File: src/rtl/csr_trap_ctrl_pkg.sv
// Shared CSR definitions: addresses, mstatus bit positions, trap FSM states.
package csr_define;

    localparam logic [11:0] CSR_MSTATUS = 12'h300;
    localparam logic [11:0] CSR_MEPC    = 12'h341;
    localparam logic [11:0] CSR_MCAUSE  = 12'h342;
    localparam logic [11:0] CSR_MTVAL   = 12'h343;

    localparam int MSTATUS_MIE    = 3;
    localparam int MSTATUS_MPIE   = 7;
    localparam int MSTATUS_MPP_LO = 11;
    localparam int MSTATUS_MPP_HI = 12;

    typedef enum logic [2:0] {
        S_IDLE           = 3'd0,
        S_SAVE_EPC       = 3'd1,
        S_SAVE_CAUSE     = 3'd2,
        S_SAVE_TVAL      = 3'd3,
        S_SAVE_STATUS    = 3'd4,
        S_RESTORE_STATUS = 3'd5,
        S_REDIRECT       = 3'd6
    } state_e;

endpackage

File: src/rtl/csr_trap_ctrl_dff.sv
// Async-reset flop primitive, clears to zero.
module csr_dff #(
    parameter int W = 1
) (
    input  logic         clk,
    input  logic         rst,
    input  logic [W-1:0] d,
    output logic [W-1:0] q
);

    always_ff @(posedge clk or posedge rst) begin
        if (rst) q <= '0;
        else     q <= d;
    end

endmodule

File: src/rtl/csr_trap_ctrl_trap_vec.sv
// Trap target PC from mtvec; VECTORED_MTVEC_EN enables vectored interrupts.
module trap_vec #(
    parameter int XLEN   = 64,
    parameter int IRQ_CW = 4
) (
    input  logic [XLEN-1:0]   mtvec,
    input  logic [IRQ_CW-1:0] irq_code,
    input  logic              is_irq,
    output logic [XLEN-1:0]   pc
);

    logic [XLEN-1:0] base;
    assign base = {mtvec[XLEN-1:2], 2'b00};

`ifdef VECTORED_MTVEC_EN
    logic vectored;
    assign vectored = is_irq && (mtvec[1:0] == 2'b01);
    assign pc = base + (vectored ? (XLEN'(irq_code) << 2) : '0);
`else
    logic unused_bits;
    assign unused_bits = ^{mtvec[1:0], irq_code, is_irq};
    assign pc = base;
`endif

endmodule

File: src/rtl/csr_trap_ctrl.sv
// Trap/MRET sequencer: serialises mepc/mcause/mtval/mstatus writes, then redirects.
module csr_trap_ctrl
    import csr_define::*;
#(
    parameter int XLEN   = 64,
    parameter int IRQ_CW = 4
) (
    input  logic              clk,
    input  logic              rst,
    input  logic              csr_req_vaild,
    input  logic [11:0]       csr_req_addr,
    input  logic [XLEN-1:0]   csr_req_data,
    output logic              csr_req_ready,
    input  logic              exc_vaild,
    input  logic [XLEN-1:0]   exc_pc,
    input  logic [XLEN-1:0]   exc_cause,
    input  logic [XLEN-1:0]   exc_tval,
    input  logic              irq_pending,
    input  logic [IRQ_CW-1:0] irq_cause,
    input  logic              mret_vaild,
    input  logic [XLEN-1:0]   mstatus_qout,
    input  logic [XLEN-1:0]   mtvec_qout,
    input  logic [XLEN-1:0]   mepc_qout,
    output logic              csr_we,
    output logic [11:0]       csr_waddr,
    output logic [XLEN-1:0]   csr_wdata,
    output logic              redirect_vaild,
    output logic [XLEN-1:0]   redirect_pc,
    output logic              flush,
    output logic              busy
);

    state_e          state_q, state_d;
    logic [2:0]      state_raw;
    logic [XLEN-1:0] pc_q, pc_d, cause_q, cause_d, tval_q, tval_d;
    logic            mret_q, mret_d;
    logic            idle, take_trap, take_mret;
    logic [XLEN-1:0] trap_pc, st_save, st_restore;
    logic            unused_bits;

    csr_dff #(.W(3))    u_state (.clk(clk), .rst(rst), .d(state_d), .q(state_raw));
    csr_dff #(.W(XLEN)) u_pc    (.clk(clk), .rst(rst), .d(pc_d),    .q(pc_q));
    csr_dff #(.W(XLEN)) u_cause (.clk(clk), .rst(rst), .d(cause_d), .q(cause_q));
    csr_dff #(.W(XLEN)) u_tval  (.clk(clk), .rst(rst), .d(tval_d),  .q(tval_q));
    csr_dff #(.W(1))    u_mret  (.clk(clk), .rst(rst), .d(mret_d),  .q(mret_q));

    trap_vec #(.XLEN(XLEN), .IRQ_CW(IRQ_CW)) u_vec (
        .mtvec    (mtvec_qout),
        .irq_code (cause_q[IRQ_CW-1:0]),
        .is_irq   (cause_q[XLEN-1]),
        .pc       (trap_pc)
    );

    assign state_q   = state_e'(state_raw);
    assign idle      = (state_q == S_IDLE);
    assign take_trap = idle && (exc_vaild || (irq_pending && mstatus_qout[MSTATUS_MIE]));
    assign take_mret = idle && !take_trap && mret_vaild;
    // Reset holds state at IDLE, so ready needs its own gate.
    assign csr_req_ready = idle && !rst && !take_trap && !take_mret;
    assign busy          = !idle;
    assign redirect_vaild = (state_q == S_REDIRECT);
    assign flush          = redirect_vaild;
    assign unused_bits    = ^{mepc_qout[0], pc_q[0]};

    always_comb begin
        pc_d    = pc_q;
        cause_d = cause_q;
        tval_d  = tval_q;
        mret_d  = mret_q;
        if (take_trap) begin
            pc_d   = exc_pc;
            mret_d = 1'b0;
            if (exc_vaild) begin
                cause_d = exc_cause;
                tval_d  = exc_tval;
            end else begin
                cause_d = {1'b1, {(XLEN-1-IRQ_CW){1'b0}}, irq_cause};
                tval_d  = '0;
            end
        end else if (take_mret) begin
            mret_d = 1'b1;
        end
    end

    always_comb begin
        state_d = state_q;
        case (state_q)
            S_IDLE: begin
                if (take_trap)      state_d = S_SAVE_EPC;
                else if (take_mret) state_d = S_RESTORE_STATUS;
            end
            S_SAVE_EPC:       state_d = S_SAVE_CAUSE;
            S_SAVE_CAUSE:     state_d = S_SAVE_TVAL;
            S_SAVE_TVAL:      state_d = S_SAVE_STATUS;
            S_SAVE_STATUS:    state_d = S_REDIRECT;
            S_RESTORE_STATUS: state_d = S_REDIRECT;
            default:          state_d = S_IDLE;
        endcase
    end

    always_comb begin
        st_save = mstatus_qout;
        st_save[MSTATUS_MPIE] = mstatus_qout[MSTATUS_MIE];
        st_save[MSTATUS_MIE]  = 1'b0;
        st_save[MSTATUS_MPP_HI:MSTATUS_MPP_LO] = 2'b11;
        st_restore = mstatus_qout;
        st_restore[MSTATUS_MIE]  = mstatus_qout[MSTATUS_MPIE];
        st_restore[MSTATUS_MPIE] = 1'b1;
        st_restore[MSTATUS_MPP_HI:MSTATUS_MPP_LO] = 2'b11;
    end

    always_comb begin
        csr_we    = 1'b0;
        csr_waddr = '0;
        csr_wdata = '0;
        case (state_q)
            S_IDLE: begin
                if (csr_req_ready && csr_req_vaild) begin
                    csr_we    = 1'b1;
                    csr_waddr = csr_req_addr;
                    csr_wdata = csr_req_data;
                end
            end
            S_SAVE_EPC: begin
                csr_we    = 1'b1;
                csr_waddr = CSR_MEPC;
                csr_wdata = {pc_q[XLEN-1:1], 1'b0};
            end
            S_SAVE_CAUSE: begin
                csr_we    = 1'b1;
                csr_waddr = CSR_MCAUSE;
                csr_wdata = cause_q;
            end
            S_SAVE_TVAL: begin
                csr_we    = 1'b1;
                csr_waddr = CSR_MTVAL;
                csr_wdata = tval_q;
            end
            S_SAVE_STATUS: begin
                csr_we    = 1'b1;
                csr_waddr = CSR_MSTATUS;
                csr_wdata = st_save;
            end
            S_RESTORE_STATUS: begin
                csr_we    = 1'b1;
                csr_waddr = CSR_MSTATUS;
                csr_wdata = st_restore;
            end
            default: ;
        endcase
    end

    always_comb begin
        redirect_pc = '0;
        if (redirect_vaild)
            redirect_pc = mret_q ? {mepc_qout[XLEN-1:1], 1'b0} : trap_pc;
    end

endmodule

File: config.mk
export PLATFORM = sky130hd
export DESIGN_NAME = csr_trap_ctrl
export DESIGN_NICKNAME = d
export VERILOG_FILES = /design/src/rtl/csr_trap_ctrl_pkg.sv /design/src/rtl/csr_trap_ctrl_dff.sv /design/src/rtl/csr_trap_ctrl_trap_vec.sv /design/src/rtl/csr_trap_ctrl.sv
export SDC_FILE = /design/constraint.sdc
export NUM_CORES = 1
export LEC_CHECK = 0
export BUFFER_PORTS_ARGS = -buffer_cell sky130_fd_sc_hd__clkbuf_2
export CORE_AREA = 2 2 240 242
export DETAILED_ROUTE_END_ITERATION = 12
export DIE_AREA = 0 0 242 244
export PLACE_DENSITY_LB_ADDON = 0.1
export SLEW_MARGIN = 20
export SYNTH_ARGS = -nofsm -noshare
export SYNTH_HDL_FRONTEND = slang
export SYNTH_SLANG_ARGS = --single-unit
File: constraint.sdc
create_clock -name clk -period 8.2 [get_ports clk]
set_clock_uncertainty 0.05 [all_clocks]
set_input_delay 0 -clock clk [delete_from_list [all_inputs] [get_ports clk]]
set_output_delay 0 -clock clk [all_outputs]
set_load 0.02 [all_outputs]
* After elaboration in Yosys (flattened, before gate mapping)
Cells that the tools add are included.
** Storage, ports and cells
- Logic and storage cells :: 44
- Register bits :: 196
- Output and inout port bits :: 145
** Operators by class
- Equality and inequality tests :: 7
- Reduce and logical (&&, ||, !) cells :: 17
- Multiplexer cells :: 15
** Operator list (count)
- one-hot mux 64 bit (6 select lines) :: 1
- 2-to-1 mux 64 bit :: 5
- one-hot mux 12 bit (5 select lines) :: 1
- one-hot mux 3 bit (5 select lines) :: 1
- 2-to-1 mux 12 bit :: 1
- == test 3 bit (second input constant) :: 3
- logical AND 1 bit :: 8
- == test 3 x 2 -> 1 bit (second input constant) :: 2
- 2-to-1 mux 3 bit :: 2
- OR reduction 5 bit :: 1
- logical NOT 1 bit :: 4
- == test 3 x 1 -> 1 bit (second input constant) :: 1
- logical NOT 3 bit :: 1
- 2-to-1 mux 1 bit :: 3
- != test 3 x 1 -> 1 bit (second input constant) :: 1
- one-hot mux 1 bit (2 select lines) :: 1
- nonzero test 2 bit :: 1
- OR reduction 2 bit :: 1
- logical OR 1 bit :: 1

* Logic depth before layout (Yosys ltp)
- Word-level depth :: 11
- Depth in mapped cells :: 7
- Mapped depth without buffers :: 4

* By module
From an unflattened synthesis, not the netlist that was laid out.
** Second synthesis, totals
- Cell total of the unflattened synthesis :: 936
- Area, all modules :: 10979.3 um^2
** By module, submodules not included
- csr_trap_ctrl :: cells an instance 670, seq. area each 0.0 um^2, instances 1, area an instance 5571.6 um^2
- csr_dff (u_cause ...) :: cells an instance 65, seq. area each 1601.5 um^2, instances 3, area an instance 1605.3 um^2
- trap_vec :: cells an instance 65, seq. area each 0.0 um^2, instances 1, area an instance 484.2 um^2
- csr_dff (u_state) :: cells an instance 4, seq. area each 75.1 um^2, instances 1, area an instance 78.8 um^2
- csr_dff (u_mret) :: cells an instance 2, seq. area each 25.0 um^2, instances 1, area an instance 28.8 um^2

* Least setup slack after synthesis
OpenSTA, ideal clock, no wires.
- Path type :: reg-to-reg
- Start :: register u_state.q[0]
- End :: register u_pc.q[10]
- Arrival :: 1651 ps
- Cell stages (with the launch flop) :: 8
- Slack :: 6372 ps
- Period minus slack after synthesis :: 1828 ps
- Cell sequence :: dfrtp_1 buf_2 nor3_4 inv_2 nor2_2 buf_6 buf_8 mux2_1
** On the way
- Longest elaborated chain between the ends :: 2
** RTL lines
- from (decl) :: RTL line csr_trap_ctrl_dff.sv:8 : output logic [W-1:0] q
- from (signal assigned) :: RTL line csr_trap_ctrl_dff.sv:12 : if (rst) q <= '0;
- from (signal assigned) :: RTL line csr_trap_ctrl_dff.sv:13 : else q <= d;
- logical NOT 3 bit :: RTL line csr_trap_ctrl.sv:55 : assign idle = (state_q == S_IDLE);
- logical AND 1 bit :: RTL line csr_trap_ctrl.sv:56 : assign take_trap = idle && (exc_vaild || (irq_pending && mstatus_qout[MSTATUS_MIE]));
- to (signal assigned) :: RTL line csr_trap_ctrl_dff.sv:12
- to (signal assigned) :: RTL line csr_trap_ctrl_dff.sv:13
- to (decl) :: RTL line csr_trap_ctrl_dff.sv:8
Every way passes these cells.
A chain may end at the register's enable or synchronous reset.

* Worst setup path after layout
- Start :: register u_state.q[2]
- End :: output csr_wdata[8]
** On the way
- Longest elaborated chain between the ends :: 10
- Elaborated cells between the ends (all ways) :: 17
- Classes of those cells :: eq/ne (5); mux (2); reduce/logical (10)
** RTL lines
- logical NOT 3 bit :: RTL line csr_trap_ctrl.sv:55, csr_trap_ctrl.sv:116
- logical AND 1 bit :: RTL line csr_trap_ctrl.sv:56
- logical NOT 1 bit :: RTL line csr_trap_ctrl.sv:57, csr_trap_ctrl.sv:59
- logical AND 1 bit (2 in a row) :: RTL line csr_trap_ctrl.sv:57 : assign take_mret = idle && !take_trap && mret_vaild;
- logical NOT 1 bit :: RTL line csr_trap_ctrl.sv:59 : assign csr_req_ready = idle && !rst && !take_trap && !take_mret;
- logical AND 1 bit :: RTL line csr_trap_ctrl.sv:59
- logical AND 1 bit :: RTL line csr_trap_ctrl.sv:118 : if (csr_req_ready && csr_req_vaild) begin
- 2-to-1 mux 64 bit :: RTL line csr_trap_ctrl.sv:118
- one-hot mux 64 bit (6 select lines) * :: RTL line csr_trap_ctrl.sv:116 : case (state_q)
- to (decl) :: RTL line csr_trap_ctrl.sv:26 : output logic [XLEN-1:0] csr_wdata,
Mark *: on every way between the ends. The rest lies on a longest branch, timed or not.

==> flow_summary.json <==
{
  "ys_types": 41,
  "rrSetupSlack_ns": 4.97,
  "worst_setup_path_start_kind": "flip-flop",
  "syn_area_per_cell_um2": 12.1,
  "synthArstFlopShare_pct": 100,
  "die_width_um": 242,
  "cts.sinks": 195,
  "critPathKind": "reg -> out",
  "synth_area_um2": 10400,
  "drtPass1Iterations": 6,
  "ios": 615,
  "drt_wl_total_mm": 51.0,
  "antenna_found_initial": 6,
  "fmax_mhz": 276,
  "fillers": 6066,
  "period_needed_ns": 3.62,
  "rsz0062_at_grt": "no",
  "reg2reg_depth": 5,
  "routedWlPerCell_um": 21.4,
  "synth_top_area_share_pct": 46.9,
  "reg2reg_to": "u_pc.q[56]",
  "ant_nets": 0,
  "r2r-start": "u_state.q[2]",
  "drv_slew": 0,
  "synth_edf_count": 0,
  "end_kind": "output pin",
  "hold_path_end": "u_cause.q[3]",
  "place_ws_ns": 4.97,
  "grtUsageTotal_pct": 16.9,
  "ys_warn_count": 0,
  "syn_to_final_growth_pct": 59.9,
  "setup_viol": 0,
  "core_area_um2": 56200,
  "cts_tree": "built",
  "portBuffers": 607,
  "yosysTopAreaCell": "dfrtp_1",
  "setup_tns_ns": 0,
  "min_path_type": "in -> reg",
  "post_cts_resized": 0,
  "multiInputGateArea_um2": 5040,
  "register_area_um2": 4890,
  "worstPathRequired_ns": 8.15,
  "mostFrequentLayoutCells": "607 x clkbuf_2, 198 x dlygate4sd3_1, 193 x dfrtp_1",
  "clk_latency_ns": 0.48,
  "setup_slack_ns": 4.58,
  "hp-start": "irq_pending",
  "arrival_ns": 3.57,
  "hold_violations": 0,
  "vdd_drop_max_mv": 0.157,
  "vias": 10600,
  "min_path_cells": 5,
  "nNetsFinal": 2076,
  "placed_area_um2": 14100,
  "grt_overflow_total": 0,
  "path_clk_slew_ns": 0.08,
  "fin_area_um2": 16600,
  "hold_ws_ns": 0.115,
  "drtIter0Drc": 439,
  "ys_seq_area_share_pct": 46.9,
  "outcome": "finished, final reports clean",
  "drc": 0,
  "dieArea_um2": 59000,
  "maxCapViolCount": 0,
  "layout_commonest_cell": "clkbuf_2",
  "via_per_inst": 4.45,
  "num_rows": 87,
  "htree_levels": 4,
  "cts_made_buffers": 17,
  "path_max_fanout": 36,
  "power.density_nw_per_um2": 339,
  "ys_ff_latch": 195,
  "synthFlopType": "dfrtp_1",
  "dp_hpwl_mm": 36.5,
  "grt_max_degree": 72,
  "synthesis.nets": 1333,
  "first_global_vias": 11400,
  "grt_pass1_wl_mm": 74.8,
  "gp_congestion": 0.869,
  "final.period_utilization_pct": 44.1,
  "netlist_instances": 863,
  "start_util_pct": 18.5,
  "cts-root-buf": "clkbuf_16",
  "netlist_top_cells_area": "dfrtp_1 47%, a22o_1 10%, mux2_2 7.7%",
  "drive_gt1_share_pct": 45.5,
  "relSlewSlack_pct": 27.6,
  "p_leak_nw": 8.12,
  "post-route-util_pct": 29.6,
  "tightestPinTransition_ns": 1.09,
  "max-clock-path-buffers": 2,
  "fp.dieH_um": 244
}
sequential cells by signal, indices dropped and copies added (netlist names):
register / flops
u_cause.q: 64
u_mret.q: 1
u_pc.q: 63
u_state.q: 3
u_tval.q: 64
per-stage QoR:
stage	std cells	power (mW)
after floorplan	863	3.69
after global placement	2145	4.68
after detailed placement	2145	4.70
after CTS	2375	5.73
after global routing	2377	6.00
final	2377	5.64
critical path: stages (launching register included):
cell and delay [ns]:
dfrtp_1 0.91, nor2b_4 0.86, buf_4 0.62, a32o_1 0.24
a221o_1 0.22, clkbuf_2 0.21
per-layer routing:
metal / track usage, % / share of wire, % / vias to the layer above
met4: 5.01 / 1.9 / 8
met5: 0 / 0.098 / -
met1: 20.6 / 42 / 5303
met3: 3.95 / 5.2 / 43
li1: - / - / 4866
met2: 29.7 / 50 / 369
area by class of cell:
cell class,count,area share (%)
Timing Repair Buffer,820,30.8
Multi-Input combinational cell,566,30.3
Sequential cell,195,29.4
Tap cell,756,5.68
Clock buffer,21,2.77
Clock inverter,11,0.835
Inverter,6,0.180
Antenna cell,2,0.0301
synth_stat cells, types with 5 or more instances:
master,n
buf_4,10
a22o_1,123
nor2_1,69
mux2i_1,74
buf_1,6
a21oi_1,9
buf_2,36
buf_8,5
and2_1,9
mux2_2,71
o21ai_0,10
a32o_1,55
dfrtp_1,195
clkbuf_1,37
mux2_1,48
o2bb2ai_1,5
a221o_1,62
worst max-delay path by stage:
stage | endpoint | slack [ns] | from
after detailed placement | u_pc.q[50] | 4.97 | u_state.q[2]
final | csr_wdata[8] | 4.58 | u_state.q[2]
after floorplan | u_cause.q[0] | 2.84 | rst
after CTS | csr_wdata[8] | 4.44 | u_state.q[2]
after global placement | u_pc.q[53] | 5.00 | u_state.q[2]
after global routing | csr_wdata[8] | 4.38 | u_state.q[2]
power breakdown:
group	internal, mW	switching [mW]
combinational	1.32	1.74
sequential	1.41	0.262
clock	0.474	0.431
total	3.20	2.44
cells by family after synthesis:
group | after synthesis | synth area share (%)
XOR/XNOR | 1 | 0.0842
AO/OA/AOI/OAI | 276 | 23.8
other | 1 | 0.0360
multiplexers | 193 | 20.0
flip-flops | 195 | 46.9
AND/OR/NAND/NOR | 95 | 4.08
buffers and inverters | 102 | 5.10
timing repair:
action,CTS,global route
endpoints found under the hold margin,255,0
setup endpoints to repair,0,0
hold buffers,198,0
buffers inserted,0,0
Note: power is estimated with default switching activity, not from simulation.
